### config.mk
export PLATFORM = sky130hd
export DESIGN_NAME = intsource
export DESIGN_NICKNAME = d
export VERILOG_FILES = /design/src/rtl/intsource_pkg.sv /design/src/rtl/intsource_prienc.sv /design/src/rtl/intsource.sv
export SDC_FILE = /design/constraint.sdc
export NUM_CORES = 1
export LEC_CHECK = 0
export ABC_AREA = 0
export BUFFER_PORTS_ARGS = -buffer_cell sky130_fd_sc_hd__buf_2
export CAP_MARGIN = 25
export CELL_PAD_IN_SITES_DETAIL_PLACEMENT = 1
export CELL_PAD_IN_SITES_GLOBAL_PLACEMENT = 1
export CORE_ASPECT_RATIO = 0.7
export CORE_MARGIN = 5
export CORE_UTILIZATION = 43
export CTS_CLUSTER_SIZE = 10
export DETAILED_ROUTE_END_ITERATION = 16
export PLACE_DENSITY_LB_ADDON = 0.1
export RECOVER_POWER = 100
export SYNTH_ARGS = -nofsm -noshare
export SYNTH_HDL_FRONTEND = slang
export SYNTH_SLANG_ARGS = --single-unit
### constraint.sdc
create_clock -name clk -period 2.1 [get_ports clk]
set_input_delay 0.105 -clock clk [delete_from_list [all_inputs] [get_ports clk]]
set_output_delay 0.105 -clock clk [all_outputs]
set_load 0.05 [all_outputs]
### src/rtl/intsource_pkg.sv
// Shared interrupt constants for the Nandy CPU: handler vector, default source count, cause width.
package intsource_pkg;

    localparam logic [15:0] INT_VECTOR   = 16'h7F00;
    localparam int          DEFAULT_NSRC = 8;

    function automatic int cause_width(input int nsrc);
        return (nsrc > 1) ? $clog2(nsrc) : 1;
    endfunction

endpackage

### src/rtl/intsource_prienc.sv
// prienc: fixed-priority encoder, lowest set index wins; any flags a non-empty request vector.
module prienc
    import intsource_pkg::*;
#(
    parameter int N  = DEFAULT_NSRC,
    parameter int CW = cause_width(N)
) (
    input  logic [N-1:0]  req,
    output logic [CW-1:0] idx,
    output logic          any
);

    always_comb begin
        idx = '0;
        any = |req;
        // Scan downwards so the lowest set index is the last assignment.
        for (int i = N - 1; i >= 0; i--) begin
            if (req[i]) begin
                idx = CW'(i);
            end
        end
    end

endmodule

### src/rtl/intsource.sv
// intsource: interrupt request front end (sync, pending, mask, cause capture); intr drives the controller's int.
// Optional level-sensitive sources are enabled with `define INTSOURCE_LEVEL_EN (adds the lmode input).
module intsource
    import intsource_pkg::*;
#(
    parameter int NSRC = DEFAULT_NSRC,
    parameter int CW   = cause_width(NSRC)
) (
    input  logic            clk,
    input  logic            rst,
    input  logic [NSRC-1:0] irq,
`ifdef INTSOURCE_LEVEL_EN
    input  logic [NSRC-1:0] lmode,
`endif
    input  logic            istatus,
    input  logic            mwe,
    input  logic [NSRC-1:0] mdata,
    input  logic            pclr,
    input  logic [NSRC-1:0] pdata,
    output logic            intr,
    output logic [NSRC-1:0] pending,
    output logic [NSRC-1:0] mask,
    output logic [CW-1:0]   cause,
    output logic            cause_valid
);

    logic [NSRC-1:0] sync1_q, sync1_d;
    logic [NSRC-1:0] sync2_q, sync2_d;
    logic [NSRC-1:0] hist_q, hist_d;
    logic [1:0]      primed_q, primed_d;
    logic            ist_q, ist_d;
    logic            cap_q, cap_d;
    logic [NSRC-1:0] pending_q, pending_d;
    logic [NSRC-1:0] mask_q, mask_d;
    logic            intr_q, intr_d;
    logic [CW-1:0]   cause_q, cause_d;
    logic            cause_valid_q, cause_valid_d;

    logic [NSRC-1:0] rise;
    logic [NSRC-1:0] set_bits;
    logic [NSRC-1:0] clr_bits;
    logic [NSRC-1:0] retire;
    logic [NSRC-1:0] enabled;
    logic            drop_evt;
    logic [CW-1:0]   enc_idx;
    logic            enc_any;

    prienc #(
        .N  (NSRC),
        .CW (CW)
    ) u_prienc (
        .req (enabled),
        .idx (enc_idx),
        .any (enc_any)
    );

    always_comb begin
        sync1_d  = irq;
        sync2_d  = sync1_q;
        primed_d = {primed_q[1'b0], 1'b1};
        // Until the sync chain holds real line values, history shadows it so a line
        // held high through reset is not mistaken for a fresh edge.
        hist_d   = primed_q[1] ? sync2_q : sync1_q;
        rise     = sync2_q & ~hist_q;
`ifdef INTSOURCE_LEVEL_EN
        set_bits = rise | (lmode & sync2_q);
`else
        set_bits = rise;
`endif
        ist_d    = istatus;
        cap_d    = istatus & ~ist_q;
        drop_evt = ist_q & ~istatus;

        enabled   = pending_q & mask_q;
        retire    = (cap_q && enc_any) ? (NSRC'(1) << enc_idx) : '0;
        clr_bits  = pclr ? pdata : '0;
        pending_d = (pending_q & ~clr_bits & ~retire) | set_bits;
        mask_d    = mwe ? mdata : mask_q;
        intr_d    = |enabled;

        cause_d       = cause_q;
        cause_valid_d = cause_valid_q;
        if (cap_q) begin
            cause_d       = enc_any ? enc_idx : '0;
            cause_valid_d = enc_any;
        end else if (drop_evt) begin
            cause_valid_d = 1'b0;
        end
    end

    always_ff @(posedge clk or negedge rst) begin
        if (!rst) begin
            sync1_q       <= '0;
            sync2_q       <= '0;
            hist_q        <= '0;
            primed_q      <= '0;
            ist_q         <= 1'b0;
            cap_q         <= 1'b0;
            pending_q     <= '0;
            mask_q        <= '0;
            intr_q        <= 1'b0;
            cause_q       <= '0;
            cause_valid_q <= 1'b0;
        end else begin
            sync1_q       <= sync1_d;
            sync2_q       <= sync2_d;
            hist_q        <= hist_d;
            primed_q      <= primed_d;
            ist_q         <= ist_d;
            cap_q         <= cap_d;
            pending_q     <= pending_d;
            mask_q        <= mask_d;
            intr_q        <= intr_d;
            cause_q       <= cause_d;
            cause_valid_q <= cause_valid_d;
        end
    end

    assign intr        = intr_q;
    assign pending     = pending_q;
    assign mask        = mask_q;
    assign cause       = cause_q;
    assign cause_valid = cause_valid_q;

endmodule

==> out/results.txt, run 1 <==
Worst Slack Setup Final -> 556 ps
Final Hold Slack -> 39.3 ps
postcts setup bufs -> 0
Hold Path Class -> in -> reg
commonest non-fill, non-tap cell in the layout -> dfrtp_1
CTS Buffer Depth -> 2
Yosys cell types -> 26
DRT Pass-1 Iters -> 4
Via Count -> 1,276
total core area -> 4020 um2
H-tree depth -> 2
switching share of total power -> 35.0%
worst vdd ir -> 0.000475 V
Worst setup EP type -> flop
commonest cells after routing, fill and taps aside -> 49 x dfrtp_1, 26 x buf_2, 24 x clkbuf_1
actual slew at the worst max-slew pin -> 774 ps
final hold vios -> 0
PwrDens -> 979 nW/um2
setup violators final -> 0
Clock transition at path regs -> 90 ps
slowest CP cell -> o41a_1
Adder-Cell Fraction of Synth Area -> 0%
critical-path maximum fanout -> 6
Die Height -> 64.7 um
unrepaired setup endpoints after global routing -> false
part of the power in the clock network -> 25.7%
Resized Gates After CTS -> 0
Ports -> 50
Fmax -> 647 MHz
CP Cell Sequence -> nand2_1, a32oi_1, o211ai_1, o41a_1
GRT Residual Overflow -> 0
GPL Wtd Cong -> 0.802
Net count, final -> 229
vias per cell -> 5.04
DRT Wirelength -> 4100 um
total track usage -> 15.4%
CP Class -> reg -> reg
Seq/Total Area, Yosys -> 66.8%
P&R area growth vs syn -> 25.6%
average routed wire per standard cell -> 16.2 um
vias in the first global route -> 1,385
Internal -> 1470 uW
initial antenna violation count -> 0
largest net degree at the start of global routing -> 32
cts hold-fix bufs -> 10
Leak Pwr -> 0.00104 uW
crit path launch type -> flop
row cnt -> 19
worst rel slew slack -> 48.4%
Synth Area in Compound Gates -> 11.4%
layout cells sized above 1 -> 28.4%
root buffer selected by CTS -> clkbuf_8
Setup Skew -> 7.27 ps
Critical Path AT -> 1720 ps
number of antenna diodes -> 0
synthesized netlist cell count -> 136
crit share post-route -> 73.5%
Avg Inst Size Synth -> 13.5 um2
TNS Setup -> 0 ps
Clk Latency, worst-skew pair -> 290 ps
pre-CTS setup slack -> 646 ps
main combinational cell family by area after synthesis -> compound AO/OA/AOI/OAI gates
Final Slew Violations -> 0
register bit total from synthesis -> 49
Post-Syn Area -> 1840 um2
combinational power share -> 24.0%
post-DP HPWL -> 2960 um
number of CTS-inserted buffers -> 5
Syn Nets -> 165
worst stage delay on the critical path -> 480 ps
Worst Path Required -> 2280 ps
Die X -> 88.1 um
first-pass GRT wire length -> 6860 um
initial DRC count -> 41
Starting Density -> 45.7%
crit path time final -> 1540 ps
DRC viols -> 0
CTS tree -> done
Antenna Nets Post-Route -> 0
max-capacitance violation count -> 0
Port Buffer Count -> 49
outcome -> completed
clock sinks -> 49
post-synthesis mux area share -> 11.0%
Synth Warn # -> 0
XOR/XNOR share of the synthesized area -> 0%
Final Power -> 2260 uW
simple-gate portion of the synthesized area -> 8.52%
full die area -> 5700 um2
Flop pwr share -> 50.3%
switching power -> 791 uW
## synthesized netlist by cell type, drive strengths merged
library cell | n | area (um2)
a21oi | 4 | 20.0
mux2 | 18 | 203
nand2 | 17 | 63.8
o21ai | 6 | 30.0
a21boi | 1 | 7.51
a32oi | 2 | 17.5
o211ai | 1 | 12.5
inv | 6 | 22.5
nand2b | 1 | 6.26
dfrtp | 49 | 1230
clkbuf | 4 | 15.0
a32o | 1 | 10.0
nand3 | 5 | 25.0
o41a | 1 | 11.3
nand4b | 1 | 8.76
conb | 1 | 3.75
a22oi | 5 | 65.1
nor2b | 5 | 31.3
nand4 | 2 | 12.5
a21o | 1 | 8.76
a41oi | 1 | 8.76
nor2 | 1 | 3.75
nor3 | 1 | 5.00
a31o | 2 | 17.5
## power groups by stage
| stage | Combinational, uW | Sequential, uW | Clock [uW] |
|---|---|---|---|
| floorplan | 170 | 1350 | 0 |
| global placement | 543 | 1140 | 0 |
| detailed placement | 553 | 1150 | 0 |
| CTS | 571 | 1130 | 603 |
| global route | 581 | 1150 | 651 |
| finish | 542 | 1140 | 579 |
## layout make-up
cell class | instances | area (um2)
sequential | 49 | 1230
timing repair buffer | 61 | 325
fill | 448 | 1710
inverter | 6 | 22.5
clock buffer | 6 | 82.6
tap | 52 | 65.1
multi-input combinational | 77 | 567
clock inverter | 2 | 16.3
## path summary, 6_finish.rpt
path                            depth (start not counted)  slack (ps)           to         from
worst min-delay path                                    2          40      mask[6]     mdata[6]
max in group asynchronous                               3         740    hist_q[7]          rst
worst min register to register                          0         360  primed_q[1]  primed_q[0]
min in group asynchronous                               2         420   sync1_q[0]          rst
worst max-delay path                                    4         560   pending[6]   pending[6]
worst max register to register                          4         560   pending[6]   pending[6]
## cells by family after synthesis
logic type / after synthesis
AOI/OAI and AO/OA: 25
buffers and inverters: 10
and+or+nand+nor: 33
other: 1
DFF: 49
muxes: 18
## routing by layer
layer  GRT usage, %  wire, um
met1           20.9      1900
met3           4.30       284
met5              0         0
met4           4.91        18
met2           24.2      1890
## critical path: cells and delay by family, from the launching register on
kind	cells	cell delay, ps
compound gates	3	950
flops	1	410
simple gates	1	70
## sequential cells by signal, indices dropped and copies added, names as in the netlist
| name | count |
|---|---|
| mask | 8 |
| intr | 1 |
| sync1_q | 8 |
| sync2_q | 8 |
| primed_q | 2 |
| cause | 3 |
| ist_q | 1 |
| pending | 8 |
| cause_valid | 1 |
| hist_q | 8 |
| cap_q | 1 |
## stage by stage
stage                     instances  area (um2)  util, %
final                           253        2300     57.4
after global routing            253        2300     57.4
after CTS                       253        2340     58.4
after detailed placement        235        2150     53.4
after global placement          235        2150     53.4
after floorplan                 136        1840        -
No activity file was read; power rests on OpenSTA's default activity.
==> inputs of run 2 (changes only) <==
--- a/config.mk
+++ b/config.mk
@@ -12,7 +12,7 @@
 export CELL_PAD_IN_SITES_GLOBAL_PLACEMENT = 1
 export CORE_ASPECT_RATIO = 0.7
 export CORE_MARGIN = 5
-export CORE_UTILIZATION = 43
+export CORE_UTILIZATION = 40
 export CTS_CLUSTER_SIZE = 10
 export DETAILED_ROUTE_END_ITERATION = 16
 export PLACE_DENSITY_LB_ADDON = 0.1
==> constraint.sdc (replaced) <==
create_clock -name clk -period 1.6 [get_ports clk]
set_input_delay 0.08 -clock clk [delete_from_list [all_inputs] [get_ports clk]]
set_output_delay 0.08 -clock clk [all_outputs]
set_load 0.05 [all_outputs]
==> run 2 against run 1 <==
- power increased by 30%
- critical path depth is the same
- register-to-register slack lost 430 ps
- die area rose by 6.5%
- hold slack worse by 25 ps
- non-clock buffer count up 3
- cell count grew 2.4%
- sequential power is 31% higher
- clock skew increased by 0.84 ps
- clock-buffer cell count is the same
- largest power group unchanged
- highest routed layer unchanged
==> out/results.txt, run 2 (synthesized netlist as in run 1, its figures left out) <==
initial antenna violation count -> 0
vias in the first global route -> 1,482
H-tree depth -> 2
TNS Setup -> 0 ps
post-DP HPWL -> 3460 um
P&R area growth vs syn -> 26.6%
Clock transition at path regs -> 90 ps
cts hold-fix bufs -> 10
worst vdd ir -> 0.000557 V
CTS Buffer Depth -> 2
CP Class -> reg -> reg
Setup Skew -> 8.11 ps
Critical Path AT -> 1670 ps
final hold vios -> 0
unrepaired setup endpoints after global routing -> false
crit share post-route -> 92.2%
commonest cells after routing, fill and taps aside -> 44 x dfrtp_1, 26 x clkbuf_1, 26 x buf_2
reg2reg path depth -> 4
DRC viols -> 0
Fmax -> 678 MHz
row cnt -> 20
R2R Setup Slk -> 130 ps
max-capacitance violation count -> 0
number of antenna diodes -> 0
Final Hold Slack -> 14.8 ps
full die area -> 6070 um2
total track usage -> 16.1%
FF/Latch Area -> 1230 um2
total core area -> 4380 um2
pre-CTS setup slack -> 128 ps
DRT Wirelength -> 4360 um
average routed wire per standard cell -> 16.8 um
clock sinks -> 49
Starting Density -> 41.9%
Leak Pwr -> 0.00104 uW
Reg-to-Reg Start -> pending[2]
root buffer selected by CTS -> clkbuf_8
Die X -> 91.0 um
GPL Wtd Cong -> 0.839
actual slew at the worst max-slew pin -> 633 ps
worst rel slew slack -> 58.0%
largest net degree at the start of global routing -> 25
Hold Path Class -> in -> reg
DP Area -> 2180 um2
outcome -> completed
Multi-input gate area -> 572 um2
Hold EP -> mask[0]
Worst Slack Setup Final -> 125 ps
Antenna Nets Post-Route -> 0
Worst setup EP type -> flop
post-route cell area -> 2320 um2
fin util -> 53.1%
CTS tree -> done
Via Count -> 1,303
critical-path maximum fanout -> 6
critical hold path startpoint -> mdata[0]
crit path launch type -> flop
first-pass GRT wire length -> 7550 um
postcts setup bufs -> 0
Port Buffer Count -> 49
crit path time final -> 1470 ps
vias per cell -> 5.03
setup violators final -> 0
number of CTS-inserted buffers -> 5
Ports -> 50
FILL cells -> 491
hold path cells -> 2
Final Slew Violations -> 0
DRT Pass-1 Iters -> 2
PwrDens -> 1260 nW/um2
capturing point of the worst reg2reg path -> pending[4]
commonest non-fill, non-tap cell in the layout -> dfrtp_1
Net count, final -> 232
Clk Latency, worst-skew pair -> 300 ps
Worst Path Required -> 1800 ps
layout cells sized above 1 -> 31.4%
initial DRC count -> 66
GRT Residual Overflow -> 0
Die Height -> 66.7 um
Resized Gates After CTS -> 0
-- run 2: cell count changes in the layout (fill, tap and decap cells not counted), moves of 2 or more --
cell / previous run / this run
clkbuf_2: 1 / 3
clkbuf_1: 24 / 26
dfrtp_1: 49 / 44
dfrtp_2: 0 / 5
-- run 2: area by class of cell --
| class | instances | area share, % |
|---|---|---|
| Clock buffer | 6 | 3.12 |
| Clock inverter | 2 | 0.700 |
| Inverter | 6 | 0.969 |
| Multi-Input combinational cell | 77 | 24.6 |
| Sequential cell | 49 | 53.0 |
| Tap cell | 55 | 2.96 |
| Timing Repair Buffer | 64 | 14.6 |
-- run 2: worst max-delay path by stage --
stage               start         end  depth (start not counted)
2_1_floorplan  pending[2]  pending[6]                          4
3_3_place_gp   pending[7]  pending[6]                          3
3_5_place_dp   pending[2]  pending[4]                          4
4_1_cts        pending[2]  pending[4]                          4
5_1_grt           mask[2]  pending[4]                          4
6_report       pending[2]  pending[4]                          4
-- run 2: per-stage QoR --
step,power [uW],cells
CTS,3000,259
global placement,2230,241
floorplan,2010,136
detailed placement,2270,241
finish,2940,259
global route,3090,259
-- run 2: critical path, cell delays in order (launching register included) --
cell and delay [ps]:
dfrtp_1 450, a22oi_4 300, nand4b_1 180, a32o_1 280
a31o_1 170
-- run 2: per-layer routing --
metal  track usage [%]  vias up  routed length, um
met5                 0        -                  0
met4              4.40        0                 34
met3              4.85        5                289
met2              27.8       31               2100
met1              19.7      661               1950
li1                  -      606                  -
-- run 2: power by group --
group / internal [uW] / switching [uW]
Sequential: 1370 / 124
Combinational: 212 / 519
Clock: 311 / 403
==> inputs of run 3 (changes only) <==
--- a/config.mk
+++ b/config.mk
@@ -15,7 +15,7 @@
 export CORE_UTILIZATION = 40
 export CTS_CLUSTER_SIZE = 10
 export DETAILED_ROUTE_END_ITERATION = 16
-export PLACE_DENSITY_LB_ADDON = 0.1
+export PLACE_DENSITY = 0.79
 export RECOVER_POWER = 100
 export SYNTH_ARGS = -nofsm -noshare
 export SYNTH_HDL_FRONTEND = slang
==> run 3 against run 2 <==
- routed wire length is 7.4% higher
- critical path depth stayed put
- design area is 2.3% higher
- clock power is 3% higher
- fmax is 0.70% lower
- critical path type unchanged
==> out/results.txt, run 3 (synthesized netlist as in run 1, its figures left out) <==
vias per cell -> 5.04
Fmax -> 673 MHz
number of placed instances with taps included -> 239
commonest non-fill, non-tap cell in the layout -> dfrtp_1
largest net degree at the start of global routing -> 41
final hold vios -> 0
cts hold-fix bufs -> 16
vias in the first global route -> 1,504
CTS tree -> done
DRT Wirelength -> 4690 um
Final Slew Violations -> 0
initial antenna violation count -> 0
number of antenna diodes -> 0
Starting Density -> 41.9%
crit share post-route -> 92.8%
average routed wire per standard cell -> 17.8 um
total track usage -> 16.8%
Critical Path AT -> 1690 ps
grt met1 use -> 17.6%
postcts setup bufs -> 0
Die Height -> 66.7 um
crit path launch type -> flop
slowest CP cell -> dfrtp_1
CP Class -> reg -> reg
full die area -> 6070 um2
P&R area growth vs syn -> 29.5%
first-pass GRT wire length -> 7600 um
met3 Usage GRT -> 4.74%
Leak Pwr -> 0.00107 uW
Port Buffer Count -> 49
Setup Skew -> 6.47 ps
Worst setup EP type -> flop
root buffer selected by CTS -> clkbuf_8
Resized Gates After CTS -> 0
PwrDens -> 1250 nW/um2
GPL Wtd Cong -> 0.809
unrepaired setup endpoints after global routing -> false
outcome -> completed
row cnt -> 20
Clock transition at path regs -> 90 ps
combinational power share -> 25.0%
worst rel slew slack -> 58.3%
Buf/Inv on CP -> 0
H-tree depth -> 2
initial DRC count -> 47
max-capacitance violation count -> 0
crit-path leading delay family -> compound AO/OA/AOI/OAI gates
Non-Filler Instances -> 263
Via Count -> 1,326
Internal -> 1900 uW
part of the power in the clock network -> 24.7%
CTS Buffer Depth -> 2
TNS Setup -> 0 ps
DP Area -> 2180 um2
global route hottest layer -> met2
Clk Latency, worst-skew pair -> 310 ps
Net count, final -> 236
Flop pwr share -> 50.3%
Worst Path Required -> 1810 ps
crit path time final -> 1490 ps
DRC viols -> 0
switching power -> 1070 uW
Hold Path Class -> in -> reg
met2 Usage GRT -> 31.6%
worst stage delay on the critical path -> 450 ps
layout cells sized above 1 -> 29.8%
switching share of total power -> 36.1%
commonest cells after routing, fill and taps aside -> 45 x dfrtp_1, 26 x buf_2, 25 x clkbuf_1
worst vdd ir -> 0.000835 V
Ports -> 50
post-DP HPWL -> 3370 um
number of CTS-inserted buffers -> 5
setup violators final -> 0
CP Cell Sequence -> a22oi_4, nand4b_1, a32o_1, a31o_1
clock sinks -> 49
critical-path maximum fanout -> 6
actual slew at the worst max-slew pin -> 628 ps
GRT Residual Overflow -> 0
DRT Pass-1 Iters -> 4
Antenna Nets Post-Route -> 0
post-route cell area -> 2380 um2
Die X -> 91.0 um
total core area -> 4380 um2
==> run 3: cell count changes in the layout (fill, tap and decap cells not counted), sizes merged <==
cell / previous run / this run
clkinv: 1 / 3
clkbuf: 34 / 31
clkinvlp: 1 / 0
dlygate4sd3: 10 / 16
==> run 3: path summary, 6_finish.rpt <==
| path | start | endpoint | slack (ps) | cells after the start |
|---|---|---|---|---|
| max | pending[2] | pending[4] | 110 | 4 |
| min | mdata[5] | mask[5] | 30 | 2 |
| max reg2reg | pending[2] | pending[4] | 110 | 4 |
| min reg2reg | primed_q[0] | primed_q[1] | 360 | 0 |
| max in group asynchronous | rst | mask[6] | 370 | 3 |
| min in group asynchronous | rst | sync1_q[3] | 230 | 2 |
==> run 3: layer usage <==
metal	vias up	share of wire [%]
met1	661	39
met5	-	0
met3	8	5.9
li1	617	-
met4	0	1.7
met2	40	53
==> run 3: power by group through the flow <==
stage	registers (uW)	clock network [uW]	logic, uW
finish	1490	734	741
detailed placement	1520	0	753
global placement	1500	0	729
CTS	1490	769	786
floorplan	1780	0	223
global route	1510	810	790
==> run 3: final cells by class <==
class                      count  area, um2
timing repair buffer          68        392
tap                           55       68.8
inverter                       6       22.5
fill                         477       2000
multi-input combinational     77        572
clock inverter                 3       22.5
sequential                    49       1230
clock buffer                   5       68.8
==> run 3: per-stage QoR <==
stage / util [%] / worst slack [ps] / power [uW] / hold slack [ps]
2_1_floorplan: - / 9.06 / 2010 / -216
5_1_grt: 54.3 / 46.7 / 3110 / 29.8
4_1_cts: 55.5 / 101 / 3050 / 21.0
3_5_place_dp: 49.7 / 130 / 2270 / -42.6
3_3_place_gp: 49.7 / 224 / 2230 / -47.1
6_report: 54.3 / 115 / 2970 / 29.5
